### src/rtl/mul_sched.sv
// mul_sched: round-robin sequencer that shares one seq_mul shift-add
// multiplier between two RV32M requesters (MUL/MULH/MULHSU/MULHU).
// Signed ops are reduced to an unsigned magnitude multiply, and the sign
// is restored on capture.
// Optional feature: define MUL_SCHED_ZERO_BYPASS_EN to answer zero-operand
// requests directly, without using the multiplier.
module mul_sched #(
  parameter int unsigned XLEN    = 32,
  parameter int unsigned MUL_LAT = 64,
  parameter int unsigned CNT_W   = 7
) (
  input  logic            Clk,
  input  logic            Rst,
  input  logic [1:0]      req_valid,
  output logic [1:0]      req_ready,
  input  logic [1:0]      req_op0,
  input  logic [1:0]      req_op1,
  input  logic [XLEN-1:0] req_a0,
  input  logic [XLEN-1:0] req_b0,
  input  logic [XLEN-1:0] req_a1,
  input  logic [XLEN-1:0] req_b1,
  output logic            rsp_valid,
  input  logic            rsp_ready,
  output logic            rsp_id,
  output logic [XLEN-1:0] rsp_data,
  output logic            busy,
  output logic            mul_L,
  output logic [63:0]     mul_a,
  output logic [63:0]     mul_b,
  input  logic [64:0]     mul_y
);

  typedef enum logic [2:0] {
    S_IDLE,
    S_LOAD,
    S_RUN,
    S_CAPT,
    S_RESP
  } state_t;

  state_t            state_q;
  logic              last_q;
  logic              id_q;
  logic              neg_q;
  logic              hi_q;
  logic [CNT_W-1:0]  cnt_q;
  logic              mul_L_q;
  logic [63:0]       mul_a_q;
  logic [63:0]       mul_b_q;
  logic              rsp_valid_q;
  logic              rsp_id_q;
  logic [XLEN-1:0]   rsp_data_q;

  logic              gnt_id;
  logic              accept;
  logic [1:0]        sel_op;
  logic [XLEN-1:0]   sel_a;
  logic [XLEN-1:0]   sel_b;
  logic              a_sgn;
  logic              b_sgn;
  logic [XLEN-1:0]   mag_a_d;
  logic [XLEN-1:0]   mag_b_d;
  logic              neg_d;
  logic              hi_d;
  logic [63:0]       prod_p;
  logic              unused_y;

  assign unused_y = mul_y[64];

  // Round-robin grant; ready is offered only in IDLE and never during reset
  always_comb begin
    gnt_id = 1'b0;
    case (req_valid)
      2'b10:   gnt_id = 1'b1;
      2'b11:   gnt_id = ~last_q;
      default: gnt_id = 1'b0;
    endcase
    req_ready = '0;
    if (state_q == S_IDLE && Rst && |req_valid) begin
      req_ready = gnt_id ? 2'b10 : 2'b01;
    end
    accept = |(req_valid & req_ready);
  end

  // Granted operands reduced to unsigned magnitudes plus a result sign
  always_comb begin
    sel_op  = gnt_id ? req_op1 : req_op0;
    sel_a   = gnt_id ? req_a1  : req_a0;
    sel_b   = gnt_id ? req_b1  : req_b0;
    a_sgn   = (sel_op == 2'b01 || sel_op == 2'b10) && sel_a[XLEN-1];
    b_sgn   = (sel_op == 2'b01) && sel_b[XLEN-1];
    mag_a_d = a_sgn ? (~sel_a + XLEN'(1)) : sel_a;
    mag_b_d = b_sgn ? (~sel_b + XLEN'(1)) : sel_b;
    neg_d   = a_sgn ^ b_sgn;
    hi_d    = (sel_op != 2'b00);
  end

  // Sign-corrected 64-bit product
  always_comb begin
    prod_p = neg_q ? (~mul_y[63:0] + 64'd1) : mul_y[63:0];
  end

  // Sequencer FSM: accept, load, count multiplier latency, capture, respond
  always_ff @(posedge Clk or negedge Rst) begin
    if (!Rst) begin
      state_q     <= S_IDLE;
      last_q      <= 1'b1;
      id_q        <= 1'b0;
      neg_q       <= 1'b0;
      hi_q        <= 1'b0;
      cnt_q       <= '0;
      mul_L_q     <= 1'b1;
      mul_a_q     <= '0;
      mul_b_q     <= '0;
      rsp_valid_q <= 1'b0;
      rsp_id_q    <= 1'b0;
      rsp_data_q  <= '0;
    end else begin
      case (state_q)
        S_IDLE: begin
          mul_L_q <= 1'b1;
          if (accept) begin
            last_q <= gnt_id;
            id_q   <= gnt_id;
            neg_q  <= neg_d;
            hi_q   <= hi_d;
`ifdef MUL_SCHED_ZERO_BYPASS_EN
            if (mag_a_d == '0 || mag_b_d == '0) begin
              rsp_data_q  <= '0;
              rsp_id_q    <= gnt_id;
              rsp_valid_q <= 1'b1;
              state_q     <= S_RESP;
            end else begin
              mul_a_q <= {{(64-XLEN){1'b0}}, mag_a_d};
              mul_b_q <= {{(64-XLEN){1'b0}}, mag_b_d};
              state_q <= S_LOAD;
            end
`else
            mul_a_q <= {{(64-XLEN){1'b0}}, mag_a_d};
            mul_b_q <= {{(64-XLEN){1'b0}}, mag_b_d};
            state_q <= S_LOAD;
`endif
          end
        end
        S_LOAD: begin
          mul_L_q <= 1'b0;
          cnt_q   <= '0;
          state_q <= S_RUN;
        end
        S_RUN: begin
          cnt_q <= cnt_q + CNT_W'(1);
          if (cnt_q == CNT_W'(MUL_LAT - 1)) begin
            state_q <= S_CAPT;
          end
        end
        S_CAPT: begin
          rsp_data_q  <= hi_q ? prod_p[2*XLEN-1:XLEN] : prod_p[XLEN-1:0];
          rsp_id_q    <= id_q;
          rsp_valid_q <= 1'b1;
          mul_L_q     <= 1'b1;
          state_q     <= S_RESP;
        end
        S_RESP: begin
          if (rsp_ready) begin
            rsp_valid_q <= 1'b0;
            state_q     <= S_IDLE;
          end
        end
        default: state_q <= S_IDLE;
      endcase
    end
  end

  assign busy      = (state_q != S_IDLE);
  assign mul_L     = mul_L_q;
  assign mul_a     = mul_a_q;
  assign mul_b     = mul_b_q;
  assign rsp_valid = rsp_valid_q;
  assign rsp_id    = rsp_id_q;
  assign rsp_data  = rsp_data_q;

endmodule

### config.mk
export PLATFORM = sky130hd
export DESIGN_NAME = mul_sched
export DESIGN_NICKNAME = d
export VERILOG_FILES = /design/src/rtl/mul_sched.sv
export SDC_FILE = /design/constraint.sdc
export NUM_CORES = 1
export LEC_CHECK = 0
export BUFFER_PORTS_ARGS = -buffer_cell sky130_fd_sc_hd__buf_2
export CAP_MARGIN = 20
export CELL_PAD_IN_SITES_DETAIL_PLACEMENT = 1
export CELL_PAD_IN_SITES_GLOBAL_PLACEMENT = 1
export CORE_MARGIN = 1.5
export CORE_UTILIZATION = 38
export CTS_CLUSTER_SIZE = 24
export DETAILED_ROUTE_END_ITERATION = 10
export PLACE_DENSITY = 0.83
export SYNTH_ARGS = -nofsm -noshare
export SYNTH_HDL_FRONTEND = slang
export SYNTH_SLANG_ARGS = --single-unit
### constraint.sdc
create_clock -name Clk -period 7 [get_ports Clk]
set_input_delay 1.4 -clock Clk [delete_from_list [all_inputs] [get_ports Clk]]
set_output_delay 1.4 -clock Clk [all_outputs]
set_load 0.01 [all_outputs]
==> results of run 1 <==
cells in the final DEF (no fill, tap or decap), types with 10 or more instances in the layout:
cell type	synthesis	layout
nand3_1	23	23
or4_1	22	22
a21oi_1	48	48
buf_4	64	12
nand2b_1	10	10
or3_1	19	19
xor2_1	49	49
dfrtp_1	111	110
o21ai_0	145	145
nor4_1	17	17
nor3_1	62	62
nand2_1	128	128
buf_2	11	301
xnor2_1	59	59
clkbuf_16	0	17
nor2_1	68	68
conb_1	1	64
o41ai_1	12	12
nand4_1	10	10
a22oi_1	10	10
mux2i_1	74	74
inv_1	12	12
o31ai_1	24	24
routing by layer:
layer / track usage / up-vias
li1: - / 4614
met1: 0.337 / 4903
met2: 0.476 / 361
met3: 0.0638 / 64
met4: 0.0918 / 8
met5: 0 / -
cell families after synthesis:
group / after synthesis / share of synthesized area
buf+inv: 140 / 0.0847
other cells: 1 / 0.000404
simple gates: 404 / 0.217
mux: 76 / 0.0821
xor+xnor: 108 / 0.102
fa+ha+maj: 6 / 0.00808
flops: 113 / 0.305
compound gates: 307 / 0.201
worst min-delay path: stages (launching register included):
cell and delay, ns:
dfrtp_1 0.34, nand2_1 0.05, nand2_1 0.05
how the worst min path moves through the flow:
stage | from | endpoint | slack, ns | cells after the start
finish | id_q | rsp_id | 0.47 | 2
global route | rsp_data[13] | rsp_data[13] | 0.50 | 1
CTS | id_q | rsp_id | 0.48 | 2
detailed placement | id_q | rsp_id | 0.46 | 2
global placement | mul_b[27] | mul_b[27] | 0.46 | 2
floorplan | id_q | rsp_id | 0.44 | 2
flip-flops by register name, summed over array words and instances, names as in the netlist:
name / cells
mul_b: 32
cnt_q: 7
rsp_data: 32
state_q: 3
last_q: 1
rsp_id: 1
id_q: 1
hi_q: 1
neg_q: 1
rsp_valid: 1
mul_a: 32
mul_L: 1
cell usage after synthesis, types with 17 or more instances:
| cell | instances |
|---|---|
| o21ai_0 | 145 |
| nand2_1 | 128 |
| dfrtp_1 | 111 |
| mux2i_1 | 74 |
| nor2_1 | 68 |
| buf_4 | 64 |
| nor3_1 | 62 |
| xnor2_1 | 59 |
| clkbuf_1 | 50 |
| xor2_1 | 49 |
| a21oi_1 | 48 |
| o31ai_1 | 24 |
| nand3_1 | 23 |
| or4_1 | 22 |
| or3_1 | 19 |
| nor4_1 | 17 |
power by group through the flow:
stage,Clock (µW),Combinational [µW],Sequential (µW)
6_report,918,1830,1190
5_1_grt,956,2020,1230
4_1_cts,934,1840,1190
3_5_place_dp,0,1830,1190
2_1_floorplan,0,1050,1250
3_3_place_gp,0,1770,1180
area by class of cell:
type	count	share of cell area
Sequential cell	113	0.248
Clock buffer	19	0.0387
Tap cell	324	0.0354
Multi-Input combinational cell	965	0.519
Timing Repair Buffer	313	0.140
Antenna cell	6	0.00131
Clock inverter	13	0.0142
Inverter	12	0.00394
through the flow:
| step | instances | utilization |
|---|---|---|
| floorplan | 1218 | - |
| global placement | 1727 | 0.447 |
| detailed placement | 1727 | 0.447 |
| CTS | 1759 | 0.473 |
| global route | 1763 | 0.473 |
| finish | 1765 | 0.473 |
==> metrics, run 1 <==
async set or reset register ratio after synthesis=1.00; Filler Cells Inserted=3,079; CTS tree=built; Setup TNS Final=0 ns; Crit path buffers/inverters=3; Post-CTS Setup Inserts=0; vias per inst=5.64; Place WS=2.44 ns; Top Metal Used=met5; core area=0.0242 mm²; DP HPWL=26,900 µm; die height=159 µm; Synth Flop Type=dfrtp_1; kind of critical path=primary input to output pin; Hold WS=0.467 ns; min Tclk post-route=around 4.4 ns; die width=159 µm; clock buffer depth=2; fin worst setup slack=2.61 ns; max_slew headroom=0.320; clock buffer count from CTS=17; Placed Area=roughly 0.011 mm²; Resized cells post-CTS=0; worst vdd rail ir drop=0.155 mV; Routed wire per std cell=20.1 µm; Psw=1690 µW; fraction of layout cells with a size suffix above 1=0.253; routed wl met3=2300 µm; io pins=368; Post-Syn Area=0.00929 mm²; Vias=between 9k and 10k; grt total ovfl=0; Synth Instances=1,155; Met1 Wirelength=14,800 µm; Area Overhead vs Synth=23.1%; drt total wl=35,400 µm; critical path depth=6; sw frac=0.429; Total GRT Usage=0.276; CP max stage cell=nor2_1; area of the multi-input gates=approximately 0.006 mm²; RSZ-0062 raised after global routing=no; Synth Register Bits=113; WP data required=between 5 and 6 ns; Crit path largest cell delay=about 0.43 ns; initial antenna violation count=10; Starting Density=0.384; worst-skew pair later-pin latency=0.43 ns; Synth cell types=68; register area=0.00283 mm²; Seq/Total Area, Yosys=0.305; total die area=0.0254 mm²; CP dominant cell by count=nor2_1; hold buffer count at cts=0; Final Hold Viols=0; Worst R2R Start=last_q; syn avg cell area=8.05 µm²; crit path from=Rst; Critical Path, Cell by Cell=buf_4 > inv_1 > nor2_1 > o21ai_4 > nor2_1 > buf_2; status=complete, no violations; Power per Cell Area=344 mW/mm²; Pleak=0.00527 µW; Buffers on Ports=slightly above 300; EDFF count, synth=0; synth top area cells=dfrtp_1, mux2i_1, o21ai_0; Clock Power Share=0.233; vias in the first global route=~10k; Final Cycle Share=0.626; FMAX=~230 MHz; Design Power=~3900 µW; reg2reg setup slack=approximately 3.5 ns; met2 wire length=between 15,000 and 20,000 µm; critical path endpoint category=output pin; Setup violations, final=0; first-pass GRT wire length=roughly 55,000 µm; cell-internal power=2250 µW; fin nets=1,630; ANT nets after route=0; clk root buf=clkbuf_16; kind of cell adding the most delay to the critical path=simple AND/OR/NAND/NOR gates; Flop pwr share=0.302; Clock Skew=between 0.01 and 0.015 ns; max cap viols=0; Comb pwr share=0.465; Synth area leader=dfrtp_1; cell row count=57; crit path max fanout=39; drt first pass iters=4; Worst-path clk slew=0.05 ns; share of the synthesized area in the top cell type=0.299; Yosys Warn Count=0; largest net degree at the start of global routing=97; HP Class=flip-flop to flip-flop; Placer Congestion=0.906; clk sinks=113; Crit path arrival time=~3.0 ns; Startpoint Class=primary input; DR DRC count=0; final slew viol count=0; Crit Reg-Reg Endpoint=mul_a[26]; CTS H-tree depth=4; Initial DRC Count=540; CP endpoint=req_ready[1]; Slew @ Worst Pin=around 1.0 ns; post-route cell area=0.0114 mm²; R2R cell count=10
(Power assumes the default switching activity.)
==> run 2: changes to the inputs <==
--- a/config.mk
+++ b/config.mk
@@ -5,15 +5,16 @@
 export SDC_FILE = /design/constraint.sdc
 export NUM_CORES = 1
 export LEC_CHECK = 0
+export ABC_AREA = 1
 export BUFFER_PORTS_ARGS = -buffer_cell sky130_fd_sc_hd__buf_2
 export CAP_MARGIN = 20
 export CELL_PAD_IN_SITES_DETAIL_PLACEMENT = 1
 export CELL_PAD_IN_SITES_GLOBAL_PLACEMENT = 1
 export CORE_MARGIN = 1.5
-export CORE_UTILIZATION = 38
+export CORE_UTILIZATION = 31
 export CTS_CLUSTER_SIZE = 24
 export DETAILED_ROUTE_END_ITERATION = 10
-export PLACE_DENSITY = 0.83
+export PLACE_DENSITY = 0.75
 export SYNTH_ARGS = -nofsm -noshare
 export SYNTH_HDL_FRONTEND = slang
 export SYNTH_SLANG_ARGS = --single-unit
==> constraint.sdc (replaced) <==
create_clock -name Clk -period 3.93 [get_ports Clk]
set_input_delay 0.786 -clock Clk [delete_from_list [all_inputs] [get_ports Clk]]
set_output_delay 0.786 -clock Clk [all_outputs]
set_load 0.01 [all_outputs]
==> run 2 against run 1 <==
- via count increased by 27%
- setup slack got worse by 1.7 ns
- clock skew decreased by 0.0030 ns
- largest power group unchanged
==> metrics, run 2 <==
Resized cells post-CTS=0 (unchanged); drt total wl=44,500 µm (+26%); cell row count=67 (+18%); top post-synthesis cells by count=nand2_1, nor2_1, nand3_1; Synth Flop Type=dfrtp_1; core area=0.0335 mm² (+39%); hold buffer count at cts=0 (unchanged); die height=188 µm (+18%); HP Class=primary input to async pin; Initial DRC Count=549 (+1.7%); CP dominant cell by count=buf_2; DR DRC count=0 (unchanged); final slew viol count=0 (unchanged); worst vdd rail ir drop=0.288 mV (+85%); WP data required=3.14 ns (-2.46 ns); Crit path arrival time=2.27 ns (-0.72 ns); dominant cell by count in the synthesized netlist=nand2_1; Vias=12.7k (+27%); Synth Instances=1,803 (+56%); clock buffer depth=2 (unchanged); drt first pass iters=5 (+1); Seq/Total Area, Yosys=0.268 (-0.0366); Slew @ Worst Pin=0.928 ns (-0.0890 ns); Synth cell types=41 (-40%); commonest non-fill, non-tap cell in the layout=nand2_1; Post-CTS Setup Inserts=0 (unchanged); initial antenna violation count=5 (-5); CP max stage cell=buf_4; Worst-path clk slew=0.07 ns (+0.02 ns); syn avg cell area=5.86 µm² (-27%); fraction of layout cells with a size suffix above 1=0.192 (-0.0612); kind of critical path=primary input to output pin; share of the synthesized area in the top cell type=0.263 (-0.0359); DP HPWL=35,500 µm (+32%); die width=188 µm (+18%); Setup TNS Final=0 ns (unchanged); Critical Path, Cell by Cell=buf_2 > buf_4 > o211ai_1 > nor2_1 > buf_2; Synth area leader=dfrtp_1; crit path max fanout=37 (-5.1%); Total GRT Usage=0.251 (-0.0243); clk sinks=113 (unchanged); largest net degree at the start of global routing=75 (-23%); FMAX=between 300 and 400 MHz; status=complete, no violations; EDFF count, synth=0 (unchanged); max cap viols=0 (unchanged); Post-Syn Area=0.0106 mm² (+14%); Final Hold Viols=0 (unchanged); CTS H-tree depth=4 (unchanged); min Tclk post-route=3.05 ns; total die area=0.0352 mm² (+39%); vias per inst=4.98 (-12%); RSZ-0062 raised after global routing=no; Crit path buffers/inverters=3 (unchanged); first-pass GRT wire length=69,500 µm (+25%); Power per Cell Area=624 mW/mm² (+81%); Placer Congestion=0.918 (+1.3%); Buffers on Ports=302 (unchanged); Synth Register Bits=113 (unchanged); Routed wire per std cell=17.5 µm (-13%); worst-skew pair later-pin latency=0.44 ns (about the same); clock buffer count from CTS=17 (unchanged); Filler Cells Inserted=4,687 (+52%); Pleak=0.00691 µW (+31%); io pins=368 (unchanged); Crit path largest cell delay=0.41 ns (-0.02 ns); Setup violations, final=0 (unchanged); critical path endpoint category=output pin; fin util=0.385 (-0.0883); async set or reset register ratio after synthesis=1.00 (unchanged); grt total ovfl=0 (unchanged); Startpoint Class=primary input; Final Cycle Share=0.777; Yosys Warn Count=0 (unchanged); Clock Skew=0.00923 ns (-0.00300 ns); Area Overhead vs Synth=22.2%; CTS tree=built; Starting Density=0.315 (-0.0694); ANT nets after route=0 (unchanged); synth top area cells=dfrtp_1, nand2_1, nand3_1; fin nets=2,286 (+40%); Design Power=8050 µW (+100%); max_slew headroom=0.377 (+0.0569); clk root buf=clkbuf_16; vias in the first global route=12.8k (+26%); commonest non-fill, non-tap cells in the layout=nand2_1, buf_2, nor2_1, nand3_1, inv_1; kind of cell adding the most delay to the critical path=buffers and inverters
[run 2: metrics by stage]
| stage | instances | cell area (µm²) | hold slack, ns | setup WS (ns) |
|---|---|---|---|---|
| CTS | 2538 | 12900 | 0.471 | 0.858 |
| finish | 2544 | 12900 | 0.468 | 0.877 |
| global route | 2542 | 12900 | 0.497 | 0.771 |
| global placement | 2506 | 12200 | 0.462 | 0.811 |
| detailed placement | 2506 | 12200 | 0.460 | 0.665 |
| floorplan | 1866 | 10800 | 0.458 | 1.18 |
[run 2: final timing paths]
kind	startpoint	endpoint	slack, ns	cells past startpoint
setup / recovery	req_valid[1]	req_ready[0]	0.88	5
hold / removal	Rst	rsp_data[16]	0.47	2
setup reg to reg	last_q	mul_a[30]	1.04	15
hold reg to reg	mul_a[7]	mul_a[7]	0.47	2
max in group asynchronous	Rst	rsp_data[12]	2.35	4
min in group Clk	mul_a[7]	mul_a[7]	0.47	2
[run 2: layout make-up]
class / count / area [µm²] / share of cell area
clock inverters: 14 / 225 / 0.0175
inverters: 195 / 732 / 0.0567
diodes: 5 / 12.5 / 0.000970
multi-input cells: 1430 / 6410 / 0.497
well taps: 448 / 561 / 0.0434
repair buffers: 321 / 1690 / 0.131
flip-flops and latches: 113 / 2830 / 0.219
clock buffers: 18 / 439 / 0.0340
[run 2: power breakdown]
| part | total, µW | internal, µW | leakage, µW | switching (µW) |
|---|---|---|---|---|
| Sequential | 2050 | 1720 | 0.00135 | 331 |
| Combinational | 4200 | 1360 | 0.00524 | 2840 |
| Clock | 1800 | 1150 | 0.000326 | 650 |
[run 2: kinds of logic after synthesis]
| kind of cell | after synthesis | synth area share |
|---|---|---|
| muxes | 1 | 0.000948 |
| adders and majority gates | 6 | 0.00711 |
| other | 1 | 0.000355 |
| DFF | 113 | 0.268 |
| and+or+nand+nor | 1125 | 0.450 |
| buffers and inverters | 323 | 0.148 |
| AOI/OAI and AO/OA | 211 | 0.106 |
| xor gates and xnor gates | 23 | 0.0191 |
[run 2: routing by layer]
| layer | part of all wire | track usage | routed length, µm |
|---|---|---|---|
| met4 | 0.020 | 0.0698 | 903 |
| met2 | 0.49 | 0.440 | 21700 |
| met3 | 0.052 | 0.0445 | 2310 |
| met5 | 0.00029 | 0 | 13 |
| met1 | 0.44 | 0.316 | 19500 |
==> run 3: changes to the inputs <==
==> config.mk (replaced) <==
export PLATFORM = sky130hd
export DESIGN_NAME = mul_sched
export DESIGN_NICKNAME = d
export VERILOG_FILES = /design/src/rtl/mul_sched.sv
export SDC_FILE = /design/constraint.sdc
export NUM_CORES = 1
export LEC_CHECK = 0
export ABC_AREA = 0
export BUFFER_PORTS_ARGS = -buffer_cell sky130_fd_sc_hd__buf_2
export CAP_MARGIN = 20
export CELL_PAD_IN_SITES_DETAIL_PLACEMENT = 1
export CELL_PAD_IN_SITES_GLOBAL_PLACEMENT = 1
export CORE_MARGIN = 1.5
export CORE_UTILIZATION = 36
export CTS_CLUSTER_SIZE = 24
export DETAILED_ROUTE_END_ITERATION = 10
export PLACE_DENSITY = 0.79
export SYNTH_ARGS = -nofsm -noshare
export SYNTH_HDL_FRONTEND = slang
export SYNTH_SLANG_ARGS = --single-unit
==> constraint.sdc (replaced) <==
create_clock -name Clk -period 3.1 [get_ports Clk]
set_input_delay 0.62 -clock Clk [delete_from_list [all_inputs] [get_ports Clk]]
set_output_delay 0.62 -clock Clk [all_outputs]
set_load 0.01 [all_outputs]
==> run 3 against run 2 <==
- sequential power is 30% higher
- via count is 20% lower
- non-clock buffer count is 39 higher
- combinational power is 2% higher
- total power is 12% higher
- count of clock-buffer cells in the layout is 4 higher
- die area is 24% lower
- clock skew is 0.0029 ns higher
- clock power is 15% higher
- largest cell class unchanged
==> metrics, run 3 (synthesized netlist as in run 1, its figures left out) <==
status=complete, no violations; Finished Layout Cells=1,816 (-29%); Starting Density=0.368 (+0.0530); ANT nets after route=0 (unchanged); final slew viol count=0 (unchanged); HP Class=primary input to async pin; DP HPWL=28,200 µm (-21%); Routed wire per std cell=19.8 µm (+13%); Slew @ Worst Pin=0.880 ns (-0.0486 ns); max_slew headroom=0.414 (+0.0362); Pleak=0.00551 µW (-20%); Placer Congestion=0.933 (+1.6%); core area=0.0253 mm² (-25%); Worst R2R Start=last_q; first-pass GRT wire length=56,200 µm (-19%); Final Cycle Share=0.940; Crit Reg-Reg Endpoint=mul_a[30]; Buffers on Ports=302 (unchanged); FMAX=343 MHz; Resized cells post-CTS=0 (unchanged); clk root buf=clkbuf_16; Crit path arrival time=2.30 ns (+0.03 ns); reg2reg setup slack=0.33 ns (-0.71 ns); Power per Cell Area=761 mW/mm² (+22%); fin util=0.469 (+0.0839); Total GRT Usage=0.269 (+0.0176); drt total wl=36,000 µm (-19%); io pins=368 (unchanged); Area Overhead vs Synth=27.4%; vias in the first global route=10.4k (-19%); Setup violations, final=0 (unchanged); CTS tree=built; die height=164 µm (-13%); critical path endpoint category=output pin; WP data required=2.48 ns (-0.66 ns); vias per inst=5.56 (+12%); cell row count=58 (-13%); R2R cell count=9 (-6); CTS H-tree depth=4 (unchanged); Initial DRC Count=489 (-11%); hold buffer count at cts=0 (unchanged); die width=164 µm (-13%); area of the multi-input gates=0.00595 mm² (-7.3%); drt first pass iters=5 (unchanged); kind of critical path=flip-flop to output pin; largest net degree at the start of global routing=133 (+77%); commonest non-fill, non-tap cells in the layout=buf_2, o21ai_0, nand2_1, dfrtp_1, mux2i_1; Startpoint Class=flip-flop; Final Hold Viols=0 (unchanged); Post-CTS Setup Inserts=0 (unchanged); worst-skew pair later-pin latency=0.41 ns (-0.03 ns); fin nets=1,677 (-27%); clk sinks=113 (unchanged); Filler Cells Inserted=3,200 (-32%); dpl cells=1,779 (-29%); max cap viols=0 (unchanged); min Tclk post-route=2.92 ns; initial antenna violation count=9 (+4); RSZ-0062 raised after global routing=no; crit path max fanout=9 (-76%); clock buffer depth=2 (unchanged); register area=0.00283 mm² (unchanged); clock buffer count from CTS=17 (unchanged); Vias=10.1k (-20%); Clock Skew=0.0121 ns (+0.00289 ns); DR DRC count=0 (unchanged); Worst-path clk slew=0.06 ns (about the same); fraction of layout cells with a size suffix above 1=0.278 (+0.0857); grt total ovfl=0 (unchanged); commonest non-fill, non-tap cell in the layout=buf_2; total die area=0.0268 mm² (-24%); worst vdd rail ir drop=0.321 mV (+12%)
-- run 3: cell types whose count changed in the layout (fill, tap and decap cells not counted), sizes merged, moves of 19 or more --
cell and change:
buf +39, o31ai +24, xnor2 +55, or4 +23, nand2 -480, nor2 -178, or3 +19, inv -186
nand3 -167, xor2 +30, o21ai +28, nand4 -32, mux2i +73, nor3 +49
-- run 3: worst max path at each step --
stage	from	to	slack, ns	cells past startpoint
after global routing	state_q[1]	req_ready[1]	0.01	5
after floorplan	req_valid[1]	mul_a[30]	0.02	14
after detailed placement	req_a1[9]	mul_a[30]	-0.07	8
after CTS	state_q[1]	req_ready[1]	0.11	5
after global placement	mul_y[28]	rsp_data[11]	-0.0007	8
final	state_q[1]	req_ready[1]	0.18	5
-- run 3: per-stage QoR --
step	TNS, ns	hold WS, ns	total power (µW)	setup slack (ns)	cell area (µm²)
2_1_floorplan	0	0.324	5210	0.0178	9560
4_1_cts	0	0.416	9060	0.111	11800
5_1_grt	0	0.429	9690	0.0103	11800
6_report	0	0.405	9010	0.185	11800
3_5_place_dp	-0.183	0.465	6940	-0.0695	11200
3_3_place_gp	-0.000714	0.455	6770	-0.000714	11200
-- run 3: critical path: stages, from the launching register on --
cell and delay, ns:
dfrtp_1 0.50, or3_1 0.46, nor2_1 0.27, o21ai_4 0.10
nor2_1 0.33, buf_2 0.23
-- run 3: power by group --
part | total (µW) | internal [µW] | switching (µW)
logic | 4280 | 1710 | 2580
clock network | 2070 | 1320 | 744
registers | 2660 | 2180 | 481
-- run 3: layout make-up --
cell class	count	share of cell area
Tap cell	330	0.0349
Timing Repair Buffer	360	0.167
Antenna cell	5	0.00106
Multi-Input combinational cell	965	0.503
Clock buffer	22	0.0401
Clock inverter	9	0.0111
Sequential cell	113	0.239
Inverter	12	0.00380
-- run 3: layer usage --
layer / vias to the layer above / part of all wire / global-route usage
li1: 4695 / - / -
met1: 4936 / 0.40 / 0.324
met2: 385 / 0.50 / 0.462
met3: 77 / 0.067 / 0.0559
met4: 4 / 0.032 / 0.112
met5: - / 0.00078 / 0
